<file path="config.mk">
export PLATFORM = sky130hd
export DESIGN_NAME = sd_scaler_bank_flat
export DESIGN_NICKNAME = d
export VERILOG_FILES = /design/src/rtl/sd_scaler_if.sv /design/src/rtl/sd_scaler_bank.sv /design/src/flat_wrapper.sv
export SDC_FILE = /design/constraint.sdc
export NUM_CORES = 1
export LEC_CHECK = 0
export BUFFER_PORTS_ARGS = -buffer_cell sky130_fd_sc_hd__buf_4
export CORE_MARGIN = 2
export CORE_UTILIZATION = 42
export DETAILED_ROUTE_END_ITERATION = 8
export PLACE_DENSITY = 0.59
export SYNTH_ARGS = -nofsm -noshare
export SYNTH_HDL_FRONTEND = slang
export SYNTH_SLANG_ARGS = --single-unit
</file>
<file path="constraint.sdc">
create_clock -name clk -period 7.1 [get_ports clk]
set_input_delay 1.42 -clock clk [delete_from_list [all_inputs] [get_ports clk]]
set_output_delay 1.42 -clock clk [all_outputs]
set_load 0.1 [all_outputs]
</file>
<file path="src/rtl/sd_scaler_if.sv">
// Bundle for sd_scaler_bank: sample strobe, bitstreams, scaled outputs and gain write port.
// The mute port exists only when SD_SCALER_MUTE_EN is defined.
interface sd_scaler_if #(
    parameter int N = 4,
    parameter int W = 16
);
    localparam int CW = (N > 1) ? $clog2(N) : 1;

    logic           strobe;
    logic [N-1:0]   in;
    logic [N*W-1:0] out;
    logic           out_valid;
    logic           wr_valid;
    logic           wr_ready;
    logic [CW-1:0]  wr_ch;
    logic [W-1:0]   wr_gain;
    logic           pending;
`ifdef SD_SCALER_MUTE_EN
    logic [N-1:0]   mute;
`endif

    modport master (
`ifdef SD_SCALER_MUTE_EN
        output mute,
`endif
        output strobe, in, wr_valid, wr_ch, wr_gain,
        input  out, out_valid, wr_ready, pending
    );

    modport slave (
`ifdef SD_SCALER_MUTE_EN
        input  mute,
`endif
        input  strobe, in, wr_valid, wr_ch, wr_gain,
        output out, out_valid, wr_ready, pending
    );
endinterface

</file>
<file path="src/rtl/sd_scaler_bank.sv">
// N-channel sigma-delta bit -> +/-gain scaler with double-buffered per-channel gains.
// Optional feature macro: SD_SCALER_MUTE_EN adds a per-channel mute that forces out to 0.
module sd_scaler_bank #(
    parameter int  N = 4,
    parameter int  W = 16,
    parameter int  Q = 12,
    parameter real V = 1.0
) (
    input logic         clk,
    input logic         reset,
    sd_scaler_if.slave  bus
);
    localparam int CW   = (N > 1) ? $clog2(N) : 1;
    localparam int G0   = $rtoi(V * (2.0 ** Q));
    localparam int GMAX = (2 ** (W - 1)) - 1;
    localparam logic [W-1:0] G0_W = W'(G0);

    generate
        if (G0 < 0 || G0 > GMAX) begin : g_bad_gain
            $error("sd_scaler_bank: reset gain out of range");
        end
    endgenerate

    logic         wr_accept;
    logic [W-1:0] wr_gain_clamped;
    logic         pending_reg;
    logic         out_valid_reg;
    logic [W-1:0] act_reg [N];
    logic [W-1:0] shd_reg [N];
    logic [W-1:0] out_reg [N];
    logic         pend_reg [N];

    // Writes are refused on strobe cycles so a commit never races a shadow update.
    assign bus.wr_ready = !bus.strobe;
    assign wr_accept    = bus.wr_valid && !bus.strobe;
    // Clamping to +max keeps the negated gain representable.
    assign wr_gain_clamped = bus.wr_gain[W-1] ? {1'b0, {(W-1){1'b1}}} : bus.wr_gain;

    assign bus.out_valid = out_valid_reg;
    assign bus.pending   = pending_reg;

    always_ff @(posedge clk or posedge reset) begin
        if (reset) begin
            out_valid_reg <= 1'b0;
            pending_reg   <= 1'b0;
        end else begin
            out_valid_reg <= bus.strobe;
            if (bus.strobe)
                pending_reg <= 1'b0;
            else if (wr_accept && int'(bus.wr_ch) < N)
                pending_reg <= 1'b1;
        end
    end

    genvar gi;
    generate
        for (gi = 0; gi < N; gi++) begin : g_ch
            logic [W-1:0] geff;
            logic         muted;

            // Gain in effect for this strobe, including a commit happening now.
            assign geff = pend_reg[gi] ? shd_reg[gi] : act_reg[gi];
`ifdef SD_SCALER_MUTE_EN
            assign muted = bus.mute[gi];
`else
            assign muted = 1'b0;
`endif
            assign bus.out[gi*W +: W] = out_reg[gi];

            always_ff @(posedge clk or posedge reset) begin
                if (reset) begin
                    act_reg[gi]  <= G0_W;
                    shd_reg[gi]  <= G0_W;
                    pend_reg[gi] <= 1'b0;
                    out_reg[gi]  <= '0;
                end else if (bus.strobe) begin
                    act_reg[gi]  <= geff;
                    pend_reg[gi] <= 1'b0;
                    if (muted)
                        out_reg[gi] <= '0;
                    else
                        out_reg[gi] <= bus.in[gi] ? geff : (~geff + 1'b1);
                end else if (wr_accept && bus.wr_ch == CW'(gi)) begin
                    shd_reg[gi]  <= wr_gain_clamped;
                    pend_reg[gi] <= 1'b1;
                end
            end
        end
    endgenerate
endmodule

</file>
<file path="src/flat_wrapper.sv">
// flat-port wrapper written by rule: the top's interface ports become plain ports
module sd_scaler_bank_flat 
#(
    parameter int  N = 4,
    parameter int  W = 16,
    parameter int  Q = 12,
    parameter real V = 1.0
)
  (clk, reset, bus_strobe, bus_in, bus_wr_valid, bus_wr_ch, bus_wr_gain, bus_out, bus_out_valid, bus_wr_ready, bus_pending);
  sd_scaler_if #(.N(N), .W(W)) bus_i ();
  input logic clk;
  input logic reset;
  input wire logic [$bits(bus_i.strobe)-1:0] bus_strobe;
  input wire logic [$bits(bus_i.in)-1:0] bus_in;
  input wire logic [$bits(bus_i.wr_valid)-1:0] bus_wr_valid;
  input wire logic [$bits(bus_i.wr_ch)-1:0] bus_wr_ch;
  input wire logic [$bits(bus_i.wr_gain)-1:0] bus_wr_gain;
  output wire logic [$bits(bus_i.out)-1:0] bus_out;
  output wire logic [$bits(bus_i.out_valid)-1:0] bus_out_valid;
  output wire logic [$bits(bus_i.wr_ready)-1:0] bus_wr_ready;
  output wire logic [$bits(bus_i.pending)-1:0] bus_pending;
  assign bus_i.strobe = bus_strobe;
  assign bus_i.in = bus_in;
  assign bus_i.wr_valid = bus_wr_valid;
  assign bus_i.wr_ch = bus_wr_ch;
  assign bus_i.wr_gain = bus_wr_gain;
  assign bus_out = bus_i.out;
  assign bus_out_valid = bus_i.out_valid;
  assign bus_wr_ready = bus_i.wr_ready;
  assign bus_pending = bus_i.pending;
  sd_scaler_bank #(.N(N), .W(W), .Q(Q), .V(V)) u_core (.clk(clk), .reset(reset), .bus(bus_i));
endmodule
</file>
==> metrics.md <==
| Metric | Value |
|---|---|
| Run status | finished, final reports clean |
| Number of synthesized flops with an enable pin | 0 |
| Fin crit period | 3.51 ns |
| Setup Fix Bufs, Post-CTS | 0 |
| Max-slew violations | 0 |
| Die width | 155 um |
| Skew-Pair Late Insertion Delay | 0.43 ns |
| Placer congestion estimate | 0.812 |
| Final Util | 49.0% |
| Crit Path Max Fanout | 36 |
| Relative slew slack | 35.0% |
| DR vias | 6795 |
| RSZ-0062 raised after global routing | no |
| CTS tree | yes |
| Max VDD drop | 0.394 mV |
| DRC | 0 |
| Initial antenna violation count | 0 |
| P&R area growth vs syn | 15.3% |
| Most frequent cells in the layout | dfrtp_1, nor2_1, mux2_2 |
| Power Dens Cells | 451 nW/um^2 |
| Routed wire length | 22.4 mm |
| Mapped Nets | 911 |
| YS warnings | 0 |
| Core footprint | 22400 um^2 |
| Cell taking the most area after synthesis | dfrtp_1 |
| Final period util | 49.4% |
| Most common cell after layout, fill and taps aside | dfrtp_1 |
| WL/cell | 17.9 um |
| Sequential element share of the synthesized area | 50.0% |
| Mapped Area | 9530 um^2 |
| Fin nets | 980 |
| Overflow after GRT | 0 |
| H-tree levels | 4 |
| Synth Instances | 881 |
| Startpoint Class | input pin |
| Port buffer count | 92 |
| Drt first-iter violations | 443 |
| Main synth FF type | dfrtp_1 |
| DIE AREA | 23900 um^2 |
| Share of layout cells above drive strength 1 | 26.8% |
| Fin. Hold Viols | 0 |
| Post-synth ARST share | 100% |
| CP Class | input pin to primary output |
| Worst Setup End Kind | primary output |
| DRT antenna net count | 0 |
| HPWL Detailed | 15.2 mm |
| Num CTS Buffers | 17 |
| Largest net degree at the start of global routing | 134 |
| LEAKAGE | 4.55 nW |
| Global-route wire length before repair | 36.6 mm |
| CP arrival | 2.09 ns |
| Fillers | 2112 |
| Number of global-route vias before repair | 6734 |
| # clock sinks | 190 |
| CTS clk-pin slew, worst paths | 0.06 ns |
| CTS root buffer | clkbuf_16 |
| Die Y | 155 um |
| Row count | 55 |
| Pre-Repair DR Iteration Count | 5 |
| Max Clock Skew | 0.0111 ns |
| Setup_tns | 0 ns |
| Cts hold-fix bufs | 0 |
| Worst-margin pin slew | 0.975 ns |
| Flops & latches, synth | 190 |
| Synth Area per Inst | 10.8 um^2 |
| Unique masters post-synth | 67 |
| Worst Path Required | 5.68 ns |
| IO Pins | 93 |
| Synth top area cells | dfrtp_1, mux2_2, mux2i_1 |
| PostCTS Resize Cnt | 0 |
| Initial core utilization | 42.5% |
| Fmax | 285 MHz |
| Top-area cell type share of the netlist area | 47.8% |
| Hold WC Path Type | register to register |
| Number of max-cap violations | 0 |
| Diode count | 0 |
| Routed vias/inst | 5.44 |
| All-Layer GR Usage | 19.4% |
| Max FFs per register | 64 |
| Clock Tree Buf Depth | 2 |
| Final setup violation count | 0 |
synthesized netlist by cell type (all sizes together) (3+ instances only):
master / n
dfstp: 8
or4: 7
a21o: 10
mux2: 105
or4b: 7
o211ai: 4
o31ai: 6
a222oi: 4
or2: 3
nor2: 105
nor2b: 5
a41oi: 5
ha: 4
nand2: 46
nand3: 3
xor2: 11
nand2b: 6
a21oi: 71
nor3b: 14
dfrtp: 182
buf: 18
a221o: 3
mux2i: 51
and2: 5
xnor2: 35
nor4: 3
nor3: 27
o22a: 3
a31oi: 6
o21a: 3
nor4b: 3
or3: 9
o21ai: 25
clkbuf: 34
a211oi: 8
o41ai: 3
or3b: 8
inv: 9
cells by family after synthesis:
kind of cell | Yosys count | synth area share [%]
fa+ha+maj | 4 | 0.525
xor+xnor | 46 | 4.23
mux | 156 | 17.8
flops | 190 | 50.0
compound gates | 167 | 11.1
buf+inv | 61 | 2.78
simple gates | 257 | 13.6
per-layer routing:
metal  share of wire (%)  wire length (um)  vias to the layer above  global-route usage (%)
met1                  48             10800                     3311                    27.7
met4                 1.7               387                        0                    6.35
met5                   0                 0                        -                       0
met2                  46             10300                      143                    30.5
met3                 4.0               896                       24                    2.91
li1                    -                 -                     3317                       -
worst paths after layout:
path | startpoint | endpoint | slack [ns] | cells after the start
setup / recovery | bus_strobe | bus_wr_ready | 3.59 | 3
hold / removal | u_core.act_reg[47]$_DFFE_PP0P_ | u_core.act_reg[47]$_DFFE_PP0P_ | 0.48 | 1
setup reg to reg | u_core.pend_reg[1]$_DFFE_PP0P_ | u_core.bus.out[44]$_DFFE_PP0P_ | 3.81 | 8
hold reg to reg | u_core.act_reg[47]$_DFFE_PP0P_ | u_core.act_reg[47]$_DFFE_PP0P_ | 0.48 | 1
max in group asynchronous | reset | u_core.act_reg[19]$_DFFE_PP0P_ | 4.60 | 3
min in group asynchronous | reset | u_core.bus.out[54]$_DFFE_PP0P_ | 1.17 | 2
report_power, final:
| group | switching [mW] | internal, mW |
|---|---|---|
| combinational | 1.62 | 0.677 |
| sequential | 0.297 | 1.45 |
| clock | 0.401 | 0.509 |
cell type report:
cell class	count	area, um^2	area share, %
clock inverter	7	62.6	0.569
inverter	9	41.3	0.376
timing repair buffer	102	766	6.97
sequential	190	4760	43.4
multi-input combinational	630	4510	41.1
clock buffer	25	485	4.42
tap	285	357	3.24
worst max-delay path: stages:
cell and delay, ns:
buf_4 0.35, inv_2 0.06, buf_4 0.24
stage by stage:
| step | hold WS [ns] | cell area, um^2 | setup WS (ns) | total power [mW] | cells |
|---|---|---|---|---|---|
| floorplan | 0.445 | 9530 | 0.523 | 3.57 | 881 |
| global placement | 0.461 | 10400 | 3.53 | 4.05 | 1216 |
| detailed placement | 0.463 | 10400 | 3.50 | 4.08 | 1216 |
| CTS | 0.483 | 11000 | 3.58 | 5.00 | 1248 |
| global route | 0.493 | 11000 | 3.52 | 5.21 | 1248 |
| finish | 0.483 | 11000 | 3.59 | 4.96 | 1248 |
No activity file was read; power rests on OpenSTA's default activity.
